## src/rtl/moving_average_sel.sv

```systemverilog
// moving_average_sel: runtime-selectable moving-average filter.
// Averages the last 2^p accepted samples, p in 0..MAX_POWER, using one ring
// buffer and one running sum. Missing history during fill counts as zero.
module moving_average_sel #(
    parameter int DATA_IN_LEN = 10,
    parameter int MAX_POWER   = 4,
    parameter int ROUND       = 0
) (
    input  logic                   clk,
    input  logic                   reset,
    input  logic [DATA_IN_LEN-1:0] data_in,
    input  logic                   strobe_in,
    input  logic [2:0]             power_sel,
    output logic [DATA_IN_LEN-1:0] data_out,
    output logic                   strobe_out,
    output logic                   full
);

    localparam int DEPTH = 1 << MAX_POWER;
    localparam int SW    = DATA_IN_LEN + MAX_POWER;

    logic [DATA_IN_LEN-1:0] ring_buf [DEPTH];
    logic [2:0]             cur_p;
    logic [MAX_POWER-1:0]   wr_ptr;
    logic [MAX_POWER:0]     cnt;
    logic [SW-1:0]          sum;

    logic [2:0]             new_p;
    logic                   reconfig;
    logic [2:0]             eff_p;
    logic [MAX_POWER:0]     n_eff;
    logic                   run_mode;
    logic [MAX_POWER-1:0]   rd_ptr;
    logic [DATA_IN_LEN-1:0] leaving;
    logic [SW-1:0]          sum_next;
    logic [MAX_POWER:0]     cnt_next;
    logic [SW-1:0]          rnd;
    logic [SW-1:0]          avg_wide;

    // Requested exponents beyond the ring depth collapse onto the largest window.
    function automatic logic [2:0] clamp_p(input logic [2:0] p);
        return (int'(p) > MAX_POWER) ? 3'(MAX_POWER) : p;
    endfunction

    // Next sum, count and result for a sample accepted this cycle.
    always_comb begin
        // NOTE: every output of this block gets a value on every path (defaults
        // first), otherwise synthesis infers a latch to hold the old value.
        new_p    = clamp_p(power_sel);
        reconfig = (new_p != cur_p);
        eff_p    = reconfig ? new_p : cur_p;
        n_eff    = {{MAX_POWER{1'b0}}, 1'b1} << eff_p;
        // A reconfiguring sample opens a fresh window, so it never evicts anything.
        run_mode = !reconfig && (cnt == n_eff);
        // Truncation to MAX_POWER bits makes the read address wrap modulo depth;
        // a full-depth window reads back the slot about to be overwritten.
        rd_ptr   = wr_ptr - n_eff[MAX_POWER-1:0];
        leaving  = '0;
        if (run_mode) begin
            leaving = ring_buf[rd_ptr];
        end
        sum_next = (reconfig ? '0 : sum) + SW'(data_in) - SW'(leaving);
        cnt_next = reconfig ? {{MAX_POWER{1'b0}}, 1'b1}
                            : (run_mode ? cnt : cnt + 1'b1);
        rnd = '0;
        if (ROUND != 0 && eff_p != 3'd0) begin
            rnd = {{(SW-1){1'b0}}, 1'b1} << (eff_p - 3'd1);
        end
        // The sum never exceeds (2^DATA_IN_LEN-1)*2^p, so adding half an LSB
        // and shifting cannot exceed the output range.
        avg_wide = (sum_next + rnd) >> eff_p;
    end

    // Sample storage; contents outside the active window are never observed.
    always_ff @(posedge clk) begin
        // NOTE: the ring is deliberately not reset: FILL mode masks stale
        // entries, and leaving it reset-free lets it map onto plain RAM.
        if (strobe_in) begin
            ring_buf[wr_ptr] <= data_in;
        end
    end

    // Filter state and registered outputs.
    always_ff @(posedge clk) begin
        // NOTE: state registers use non-blocking assignments so every flop
        // samples pre-edge values regardless of statement order.
        if (reset) begin
            cur_p      <= clamp_p(power_sel);
            wr_ptr     <= '0;
            cnt        <= '0;
            sum        <= '0;
            data_out   <= '0;
            strobe_out <= 1'b0;
            full       <= 1'b0;
        end else begin
            strobe_out <= 1'b0;
            if (reconfig) begin
                cur_p <= new_p;
                sum   <= '0;
                cnt   <= '0;
                full  <= 1'b0;
            end
            if (strobe_in) begin
                wr_ptr     <= wr_ptr + 1'b1;
                sum        <= sum_next;
                cnt        <= cnt_next;
                data_out   <= avg_wide[DATA_IN_LEN-1:0];
                strobe_out <= 1'b1;
                full       <= (cnt_next == n_eff);
            end
        end
    end

endmodule

```

## config.mk

```make
export PLATFORM = sky130hd
export DESIGN_NAME = moving_average_sel
export DESIGN_NICKNAME = d
export VERILOG_FILES = /design/src/rtl/moving_average_sel.sv
export SDC_FILE = /design/constraint.sdc
export NUM_CORES = 1
export LEC_CHECK = 0
export CORE_ASPECT_RATIO = 0.8
export CORE_UTILIZATION = 64
export CTS_BUF_LIST = sky130_fd_sc_hd__clkbuf_4 sky130_fd_sc_hd__clkbuf_8
export CTS_CLUSTER_SIZE = 20
export DETAILED_ROUTE_END_ITERATION = 10
export GPL_TIMING_DRIVEN = 0
export PLACE_DENSITY = 0.94
export SLEW_MARGIN = 20
export SYNTH_ARGS = -nofsm -noshare
export SYNTH_HDL_FRONTEND = slang
export SYNTH_SLANG_ARGS = --single-unit
export TNS_END_PERCENT = 50
```

## constraint.sdc

```tcl
create_clock -name clk -period 7.85 [get_ports clk]
set_input_delay 1.57 -clock clk [delete_from_list [all_inputs] [get_ports clk]]
set_output_delay 1.57 -clock clk [all_outputs]
set_load 0.005 [all_outputs]
```

==> impl_metrics.tcl <==
set metrics [dict create \
    vias 6512 \
    avgViaCountPerCell 6.67 \
    firstDrtPassIters 8 \
    layout.nets 827 \
    drc 0 \
    p_per_area_nw_per_um2 225 \
    cts_hold_buf 0 \
    final_cell_mix "160 x edfxtp_1, 86 x nand2_1, 55 x nor2_1" \
    ys.flop_type "edfxtp_1" \
    syn-num-nets 783 \
    synthCells 735 \
    core-area_um2 14300 \
    tightest_slew_ps 812 \
    crit_arrival_ps 7930 \
    synth_edf_count 160 \
    final.setup_skew_ps 11.1 \
    die-area_um2 15200 \
    grt_max_degree 20 \
    p_seq_frac 0.503 \
    fin_crit_sh 0.964 \
    rows 39 \
    worst-path-max-fanout 10 \
    crit_path_start_kind "input port" \
    port_buffers 25 \
    final_common_cell "edfxtp_1" \
    slew_headroom 0.453 \
    fmax_ghz 0.132 \
    setup_viol 0 \
    clk_pin_slew_ps 110 \
    ios 28 \
    drive_above_1_share 0.124 \
    power.total_w 0.00233 \
    areaGrowthSynthToFinish_pct 9.83 \
    period_needed_ps 7570 \
    yosys.area.top_type "edfxtp_1" \
    dp_slack_ps -317 \
    ys_async_sr_fraction 0 \
    avgSynthCellArea_um2 12.8 \
    synth.distinct_cells 53 \
    dp_cells 944 \
    cts_root_buf "clkbuf_8" \
    htree_levels 4 \
    hold_viol_final 0 \
    cts.path.max_buffers 2 \
    ys_ff_latch 198 \
    finalMaxSlewViolations 0 \
    grtUsageTotal 0.329 \
    hp-class "flop to flop" \
    p_leak_nw 3.70 \
    grt_pass1_wl_um 36000 \
    power_switching_w 0.000696 \
    irDropWorstVdd_v 0.000182 \
    critical_path_class "input port to flop" \
    switching_share 0.299 \
    initial_core_util 0.658 \
    drtAntennaViolNets 0 \
    crit_required_ps 8210 \
    syn-cell-area_um2 9440 \
    layout_setup_ws_ps 283 \
    clkPwrFrac 0.299 \
    clkSinkCount 198 \
    grt_pass1_vias 6421 \
    grt_overflow 0 \
    place_hpwl_um 16200 \
    synth_top_area_share 0.509 \
    yosys_warnings 0 \
    routed_wl_um 23200 \
    grt_antenna_before_repair 0 \
    yosysSeqAreaShare 0.590 \
    endpoint_kind "flop" \
    dieWidth_um 138 \
    cts_made_buffers 17 \
    combPwrFrac 0.198 \
    place.gp.congestion 0.975 \
    rsz0062_at_grt "false" \
    outcome "complete, no violations" \
    clk_latency_ps 490 \
    cap_violations 0 \
    synth.area.top_cells "edfxtp_1 51%, mux4_2 9.5%, dfxtp_1 8.1%" \
    drt-wirelength-per-cell_um 23.8 \
    antenna_cells 0 \
    cts_tree "built" \
    fin_cells 976 \
    drtIter0Drc 979 \
    die_h_um 111 \
    p_int_w 0.00164 \
]
Yosys cell counts, drive strengths merged (3+ instances only):
library cell and number:
a21o 6, o21ai 11, xnor2 13, nor2 56, nor2b 4, ha 21
a31oi 4, edfxtp 160, mux2 3, clkbuf 21, a21oi 35, dfxtp 38
buf 13, and3 17, o211ai 5, a311o 3, and2 18, mux4 40
nor3b 3, nand3 30, o21a 5, or3 5, a211oi 16, nand2b 7
a311oi 3, mux2i 5, nand2 86, xor2 11, fa 11, inv 47
o31a 3, nor3 8
flip-flops by register name, indices dropped and copies added, names as in the netlist:
register	count
data_out	10
ring_buf	160
sum	14
strobe_out	1
cnt	5
wr_ptr	4
cur_p	3
full	1
critical path, cell delays in order:
cell and delay (ps):
clkdlybuf4s50_1 610, nand2b_1 230, clkbuf_1 280, nor2_2 280, inv_1 140, fa_1 580
clkbuf_2 320, mux4_2 380, nand2_1 110, nand3_1 100, and3_1 260, fa_1 510
inv_1 50, ha_1 350, nor2b_1 180, o31ai_1 360, a21oi_1 140, o21ai_0 640
nor2_1 80, a2111oi_0 630, nor3_1 100
kinds of logic after synthesis:
group,count (synthesis),share of synthesized area
AO/OA/AOI/OAI,111,0.0802
adder cells (fa/ha/maj),32,0.0512
XOR/XNOR,24,0.0223
buffers and inverters,81,0.0338
AND/OR/NAND/NOR,241,0.119
multiplexers,48,0.104
flip-flops,198,0.590
power by group through the flow:
| stage | clock (W) | sequential, W | combinational, W |
|---|---|---|---|
| final | 0.000697 | 0.00117 | 0.000462 |
| after global routing | 0.000734 | 0.00118 | 0.000495 |
| after CTS | 0.000694 | 0.00117 | 0.000446 |
| after detailed placement | 0 | 0.00120 | 0.000440 |
| after global placement | 0 | 0.00119 | 0.000422 |
| after floorplan | 0 | 0.00119 | 0.000301 |
path summary, 6_finish.rpt:
path,slack (ps),endpoint,cells past startpoint,startpoint
setup / recovery,280,data_out[7],21,power_sel[0]
hold / removal,500,data_out[4],2,data_out[4]
setup reg to reg,2190,data_out[7],15,cur_p[0]
hold reg to reg,500,data_out[4],2,data_out[4]
cell type report:
class / instances / area [um2]
well taps: 184 / 230
fillers: 902 / 3980
plain buffers: 34 / 148
multi-input cells: 456 / 3570
repair buffers: 25 / 250
clock inverters: 15 / 191
inverters: 47 / 176
clock buffers: 17 / 234
flip-flops and latches: 198 / 5570
per-layer routing:
| layer | routed length [um] | up-vias | GRT usage |
|---|---|---|---|
| li1 | - | 2808 | - |
| met3 | 2730 | 60 | 0.0831 |
| met2 | 10900 | 465 | 0.486 |
| met5 | 0 | - | 0 |
| met1 | 8990 | 3179 | 0.478 |
| met4 | 553 | 0 | 0.117 |
through the flow:
| step | cell area, um2 | TNS [ps] | utilization | hold slack (ps) |
|---|---|---|---|---|
| after floorplan | 9440 | 0 | - | 473 |
| after global placement | 9920 | -523 | 0.692 | 474 |
| after detailed placement | 9920 | -1550 | 0.692 | 484 |
| after CTS | 10300 | 0 | 0.721 | 497 |
| after global routing | 10400 | 0 | 0.723 | 518 |
| final | 10400 | 0 | 0.723 | 504 |
repair_timing:
item                       CTS  global route
setup buffers                0             0
resized for setup            0            11
setup endpoints to repair    0             9
Power figures use the tool's default switching activity.
